File: config.mk
export PLATFORM = sky130hd
export DESIGN_NAME = dct_mac_dsp
export DESIGN_NICKNAME = d
export VERILOG_FILES = /design/src/rtl/dct_mac_dsp_pkg.sv /design/src/rtl/dsp_delay_line.sv /design/src/rtl/dct_mac_dsp.sv
export SDC_FILE = /design/constraint.sdc
export NUM_CORES = 1
export LEC_CHECK = 0
export CELL_PAD_IN_SITES_DETAIL_PLACEMENT = 1
export CELL_PAD_IN_SITES_GLOBAL_PLACEMENT = 2
export CORE_MARGIN = 10
export CORE_UTILIZATION = 38
export CTS_CLUSTER_SIZE = 20
export DETAILED_ROUTE_END_ITERATION = 6
export GPL_TIMING_DRIVEN = 0
export PLACE_DENSITY_LB_ADDON = 0.1
export SLEW_MARGIN = 20
export SYNTH_ARGS = -nofsm -noshare
export SYNTH_HDL_FRONTEND = slang
export SYNTH_HIERARCHICAL = 1
export SYNTH_SLANG_ARGS = --single-unit
File: constraint.sdc
create_clock -name clk -period 5.1 [get_ports clk]
set_input_delay 0.51 -clock clk [delete_from_list [all_inputs] [get_ports clk]]
set_output_delay 0.51 -clock clk [all_outputs]
set_load 0.01 [all_outputs]
File: src/rtl/dct_mac_dsp_pkg.sv
// Shared encoder constants and the control payload carried down the DSP slice pipeline.
package dct_mac_dsp_pkg;

    localparam int unsigned DCT_AW          = 9;
    localparam int unsigned DCT_BW          = 8;
    localparam int unsigned DCT_PW          = 24;
    localparam int unsigned DCT_LAT         = 4;
    localparam int unsigned DCT_LEVEL_SHIFT = 128;

    // Per-sample accumulator control, delayed alongside the datapath.
    typedef struct packed {
        logic load;
        logic clear;
    } dsp_ctrl_t;

endpackage

File: src/rtl/dsp_delay_line.sv
// Generic single-bit shift register; exposes every tap.
//   clk, rst_n : clock, asynchronous active-low reset
//   d_i        : bit to delay
//   q_o[i]     : d_i delayed i+1 edges
module dsp_delay_line #(
    parameter int unsigned DEPTH = 4
) (
    input  logic             clk,
    input  logic             rst_n,
    input  logic             d_i,
    output logic [DEPTH-1:0] q_o
);

    logic [DEPTH-1:0] q_q;
    logic [DEPTH-1:0] q_d;

    always_comb begin
        q_d = {q_q[DEPTH-2:0], d_i};
    end

    always_ff @(posedge clk or negedge rst_n) begin
        if (!rst_n) q_q <= '0;
        else        q_q <= q_d;
    end

    assign q_o = q_q;

endmodule

File: src/rtl/dct_mac_dsp.sv
// Pipelined pre-add / multiply / accumulate slice: P accumulates (A - D) * B,
// seeded from 0 (clear) or from rrC (load). Four-edge latency, never stalls.
//   clk, rst_n         : clock, asynchronous active-low reset
//   load, clear        : accumulator seed select for this sample (clear wins)
//   idelay             : strobe carried through the delay line
//   A, D               : unsigned pixel and level-shift subtrahend
//   B                  : signed coefficient
//   rrC                : signed seed, taken two edges after a load sample
//   P                  : signed accumulator
//   odelay_pre1/odelay : idelay delayed LAT-1 / LAT edges
module dct_mac_dsp
    import dct_mac_dsp_pkg::*;
#(
    parameter int unsigned AW  = DCT_AW,
    parameter int unsigned BW  = DCT_BW,
    parameter int unsigned PW  = DCT_PW,
    parameter int unsigned LAT = DCT_LAT
) (
    input  logic                 clk,
    input  logic                 rst_n,
    input  logic                 load,
    input  logic                 clear,
    input  logic                 idelay,
    input  logic        [AW-1:0] A,
    input  logic signed [BW-1:0] B,
    input  logic signed [PW-1:0] rrC,
    input  logic        [AW-1:0] D,
    output logic signed [PW-1:0] P,
    output logic                 odelay_pre1,
    output logic                 odelay
);

    localparam int unsigned ADW = AW + 1;
    localparam int unsigned MW  = ADW + BW;

    logic        [AW-1:0]  a_q, d_q;
    logic signed [BW-1:0]  b1_q, b2_q;
    dsp_ctrl_t             ctrl1_q, ctrl2_q, ctrl3_q;
    logic signed [ADW-1:0] ad_q, ad_d;
    logic signed [MW-1:0]  m_q, m_d;
    logic signed [PW-1:0]  c_q, p_q, p_d, p_base;
    logic        [LAT-1:0] dly;

    // Pre-add on zero-extended operands, full-precision multiply, seeded accumulate.
    always_comb begin
        ad_d   = ADW'(a_q) - ADW'(d_q);
        m_d    = MW'(ad_q) * MW'(b2_q);
        p_base = p_q;
        if (ctrl3_q.clear)     p_base = '0;
        else if (ctrl3_q.load) p_base = c_q;
        p_d    = p_base + PW'(m_q);
    end

    // Stages 1-4; rrC is captured in the same edge that registers the product.
    always_ff @(posedge clk or negedge rst_n) begin
        if (!rst_n) begin
            a_q     <= '0;
            d_q     <= '0;
            b1_q    <= '0;
            b2_q    <= '0;
            ctrl1_q <= '0;
            ctrl2_q <= '0;
            ctrl3_q <= '0;
            ad_q    <= '0;
            m_q     <= '0;
            c_q     <= '0;
            p_q     <= '0;
        end else begin
            a_q     <= A;
            d_q     <= D;
            b1_q    <= B;
            ctrl1_q <= '{load: load, clear: clear};
            ad_q    <= ad_d;
            b2_q    <= b1_q;
            ctrl2_q <= ctrl1_q;
            m_q     <= m_d;
            c_q     <= rrC;
            ctrl3_q <= ctrl2_q;
            p_q     <= p_d;
        end
    end

    // Strobe taps; the datapath itself is a fixed four-stage pipe.
    dsp_delay_line #(
        .DEPTH (LAT)
    ) u_delay (
        .clk   (clk),
        .rst_n (rst_n),
        .d_i   (idelay),
        .q_o   (dly)
    );

    assign P           = p_q;
    assign odelay      = dly[LAT-1];
    assign odelay_pre1 = dly[LAT-2];

endmodule

# Word-level counts from Yosys, hierarchy flattened
# Index checks and enable logic that the tools add are counted.
dict set report word_totals {
  memories 0
  latchBits 0
  ff_bits 120
  elab_cells 20
  rom_bits 0
  in_bits 55
  mem_bits_rw 0
}
dict set report classes {
  eq_ne 0
  n_reduce_logical 0
  muxes 2
  n_mul 1
  bitwise 0
  addsub 2
  shifts 0
  n_lt_le_gt_ge 0
  div 0
}
# cell n
set ops {}
lappend ops {{$mux W24} 2}
lappend ops {{$add A24 B18 Y24} 1}
lappend ops {{$mul A10 B8 Y18} 1}
lappend ops {{$sub A9 B9 Y10} 1}

# Longest topological paths before layout
# Gate-level depths: netlist (run 1).
dict set report logic_depth {
  ltp_word 3
  depth_mapped 17
}

# Hierarchy
# The synthesis (run 1) kept the hierarchy.
# module area_per_inst_um2 instances cells_each
set modules_own_cells {}
lappend modules_own_cells {dct_mac_dsp 7850.0 1 743}
lappend modules_own_cells {dsp_delay_line 100.1 1 4}

# Worst setup path after synthesis (run 1)
# OpenSTA, ideal clock, no wires.
dict set report synth_timing {
  path_kind {flip-flop to flip-flop}
  startpoint {reg b2_q[3]}
  endpoint {reg m_q[17]}
  path_buffers 1
  setup_ns 0.123
  path_stages_with_launch 17
  t_arrival_ns 4.303
  setup_slack_ns 0.674
  cell_sequence {dfrtp_1 > clkbuf_1 > and2_1 > fa_1 > inv_1 > fa_1 > inv_1 > fa_1 > inv_1 > fa_1 > inv_1 > ha_1 > and3_1 > and3_1 > a221oi_4 > o21ai_2 > xnor2_1}
}
dict set report synth_between {
  elab_chain_len 1
}
# item line
set synth_rtl {}
lappend synth_rtl {{start, declared} dct_mac_dsp.sv:37} ;# logic signed [BW-1:0] b1_q, b2_q;
lappend synth_rtl {{start signal, assigned} dct_mac_dsp.sv:74} ;# b2_q <= b1_q;
lappend synth_rtl {{$mul A10 B8 Y18} dct_mac_dsp.sv:47} ;# m_d = MW'(ad_q) * MW'(b2_q);
lappend synth_rtl {{named net m_d[17]} dct_mac_dsp.sv:40} ;# logic signed [MW-1:0] m_q, m_d;
lappend synth_rtl {{end signal, assigned} dct_mac_dsp.sv:76} ;# m_q <= m_d;
lappend synth_rtl {{end, declared} dct_mac_dsp.sv:40}
# The timed path passes the listed nets, and every way through them passes these cells.

# Final worst setup path (run 1)
# Ends and elaborated chain as after synthesis.

==> impl_metrics.yaml, run 1 <==
cts:
  clockBufferDepth: 2
  clkTransAtPathRegs_ns: 0.06
  ctsRootBufferMaster: "clkbuf_16"
  cts_num_sinks: 120
  cts_tree: "yes"
  tritoncts.num_buffers: 17
  post_cts.repair.setup_buffers: 0
  insertion_delay_ns: 0.41
  h-tree-depth: 4
floorplan:
  die_y_um: 165
  num_rows: 52
  ios: 81
  initial_core_util: 0.389
  die_x_um: 165
  core-area_um2: 20400
  die_area_um2: 27100
setup_path:
  reg2reg_to: "m_q[17]$_DFF_PN0_"
  path_max_fanout: 10
  r2r-start: "b2_q[3]$_DFF_PN0_"
  reg2reg_slack_ns: 0.29
  worstRegToRegCells: 16
  required_ns: 5.39
  path_class: "reg2reg"
  cp.arrival_ns: 5.11
  setup.worst_path.end_class: "register"
  worstSetupStartpointType: "register"
timing:
  period_share: 0.943
  rsz0062_at_grt: "true"
  report.final.hold_viol_count: 0
  fin_hold_ws_ns: 0.344
  maxSlewViolCount: 0
  fin_crit_ns: 4.81
  setup_viol: 0
  fmax_mhz: 208
  max_slew_margin: 0.417
  finClkSkew_ns: 0.0107
  tightest_slew_ns: 0.874
synth:
  synth-warning-count: 6
  synthArstFlopShare: 1.00
  seq_area_frac_synth: 0.378
  syn_area_per_cell_um2: 10.6
  ys_types: 45
  synth_seq_cells: 120
  synth_area_um2: 7950
  synth_edf_count: 0
  synth-main-ff-cell: "dfrtp_1"
  synthesis.nets: 936
  syn_inst: 747
drt:
  routed_wirelength_mm: 17.3
  drt_iter0_markers: 94
  vias_per_cell: 4.71
  drc: 0
  ant_nets: 0
  drt-wirelength-per-cell_um: 15.3
  vias: 5327
  drt_pass1_iterations: 5
min_path:
  min_path_cells: 0
  min_to: "u_delay/q_o[2]$_DFF_PN0_"
  holdCritPathClass: "reg2reg"
  min_from: "u_delay/q_o[1]$_DFF_PN0_"
place:
  io_buffers: 80
  gp_congestion: 0.848
  dpl.hpwl_mm: 13.8
finish:
  drive_gt1_frac: 0.0488
  nFillCells: 2256
  regArea_um2: 3000
  layout.nets: 1037
  syn2layout_area_growth_pct: 22.2
  n_antenna_cell: 0
  multi_input_area_um2: 4460
grt:
  grt-ovfl-total: 0
  grt_pass1_vias: 6171
  grt_start_max_net_pins: 82
  grt_usage: 0.135
  antenna_found_initial: 0
  grt_pass1_wl_mm: 29.7
run:
  maxCapViolations: 0
power:
  finalPower_mw: 6.80
  p_leak_nw: 4.65
  p_per_area_nw_per_um2: 700
  irDropWorstVdd_v: 0.000379
outcome:
  outcome: "completed"
per-stage QoR:
step | setup TNS [ns] | area [µm²] | worst slack (ns) | util | std cells
6_report | 0 | 9720 | 0.288 | 0.476 | 1130
5_1_grt | -0.00225 | 9720 | -0.00225 | 0.476 | 1130
4_1_cts | 0 | 9710 | 0.166 | 0.475 | 1130
3_5_place_dp | 0 | 9120 | 0.179 | 0.446 | 1098
3_3_place_gp | -125.00 | 9090 | -1.06 | 0.445 | 1097
2_1_floorplan | 0 | 7950 | 0.674 | - | 747
cell type report:
| type | instances | area share |
|---|---|---|
| Buffer | 13 | 0.00502 |
| Clock buffer | 20 | 0.0470 |
| Clock inverter | 11 | 0.0127 |
| Inverter | 120 | 0.0464 |
| Multi-Input combinational cell | 494 | 0.459 |
| Sequential cell | 120 | 0.309 |
| Tap cell | 270 | 0.0348 |
| Timing Repair Buffer | 82 | 0.0864 |
per-layer routing:
metal	up-vias	GRT usage	wire length, µm
li1	2596	-	-
met1	2638	0.158	7440
met2	84	0.242	8930
met3	9	0.0331	813
met4	0	0.0366	138
met5	-	0	0
cell families after synthesis:
logic type	after synthesis	synth area share
simple gates	187	0.119
fa+ha+maj	134	0.276
buf+inv	133	0.0628
flops	120	0.378
compound gates	104	0.0848
xor+xnor	44	0.0485
mux	25	0.0315
cell usage after synthesis, types with 7 or more instances:
cell | n | area [µm²]
clkbuf_1 | 11 | 41.3
xnor2_1 | 29 | 254
o21ai_0 | 18 | 90.1
dfrtp_1 | 120 | 3000
ha_1 | 65 | 813
xor2_1 | 15 | 131
nor2_1 | 47 | 176
nor2b_1 | 10 | 62.6
a21oi_1 | 34 | 170
and2_1 | 54 | 338
nor3_1 | 8 | 40.0
fa_1 | 69 | 1380
nand2_1 | 43 | 161
a21o_1 | 10 | 75.1
nand2b_1 | 7 | 43.8
mux2i_1 | 25 | 250
inv_1 | 119 | 447
what timing repair did:
item	in CTS	in global routing
resized for setup	0	2
endpoints found under the setup margin	0	2
hold endpoints to repair	2	0
hold buffers	1	0
report_power, final:
| group | leakage, nW | internal (mW) | total, mW | switching (mW) |
|---|---|---|---|---|
| sequential | 1.40 | 1.23 | 1.36 | 0.138 |
| clock | 0.278 | 0.742 | 1.18 | 0.433 |
| combinational | 2.97 | 1.96 | 4.26 | 2.30 |
| total | 4.65 | 3.93 | 6.80 | 2.87 |
worst max path at each step:
stage                            startpoint                       end  slack, ns  cells past startpoint
after floorplan           b2_q[3]$_DFF_PN0_         m_q[17]$_DFF_PN0_       0.67                     16
after global placement                rst_n  u_delay/q_o[0]$_DFF_PN0_      -1.06                      1
after detailed placement  b2_q[3]$_DFF_PN0_         m_q[16]$_DFF_PN0_       0.18                     16
after CTS                 b2_q[3]$_DFF_PN0_         m_q[16]$_DFF_PN0_       0.17                     16
after global routing      b2_q[2]$_DFF_PN0_         m_q[17]$_DFF_PN0_     -0.002                     17
final                     b2_q[3]$_DFF_PN0_         m_q[17]$_DFF_PN0_       0.29                     16
state kept, by name (all words and copies together), names as in the netlist:
name and flops:
c_q 24, u_delay/q_o 4, ad_q 10, b2_q 8, P 24, m_q 18, ctrl2_q 2, ctrl3_q 2
d_q 9, ctrl1_q 2, b1_q 8, a_q 9
critical path, cell delays in order (launching register included):
cell and delay (ns):
dfrtp_1 0.35, clkbuf_1 0.24, and2_1 0.29, fa_1 0.56
inv_1 0.14, fa_1 0.56, inv_1 0.06, fa_1 0.53
inv_1 0.05, fa_1 0.53, inv_1 0.05, ha_1 0.34
and3_1 0.25, and3_1 0.21, a221oi_4 0.31, o21ai_2 0.11
xnor2_1 0.12
cell usage in the layout, fill, tap and decap left out, types with 12 or more instances in the layout:
| cell type | Yosys | layout |
|---|---|---|
| nand2_1 | 43 | 43 |
| a21oi_1 | 34 | 34 |
| clkbuf_1 | 11 | 12 |
| xor2_1 | 15 | 15 |
| ha_1 | 65 | 65 |
| and2_1 | 54 | 54 |
| clkdlybuf4s50_1 | 0 | 79 |
| xnor2_1 | 29 | 29 |
| nor2_1 | 47 | 47 |
| clkbuf_16 | 0 | 17 |
| mux2i_1 | 25 | 25 |
| inv_1 | 119 | 119 |
| fa_1 | 69 | 69 |
| dfrtp_1 | 120 | 120 |
| o21ai_0 | 18 | 18 |
Note: power is estimated with default switching activity, not from simulation.
==> inputs of run 2 (changes only) <==
--- a/config.mk
+++ b/config.mk
@@ -12,6 +12,7 @@
 export CTS_CLUSTER_SIZE = 20
 export DETAILED_ROUTE_END_ITERATION = 6
 export GPL_TIMING_DRIVEN = 0
+export HOLD_SLACK_MARGIN = 0.06
 export PLACE_DENSITY_LB_ADDON = 0.1
 export SLEW_MARGIN = 20
 export SYNTH_ARGS = -nofsm -noshare
==> results of run 2 <==
No change in the layout: final DEF, timing and power equal those of run 1.
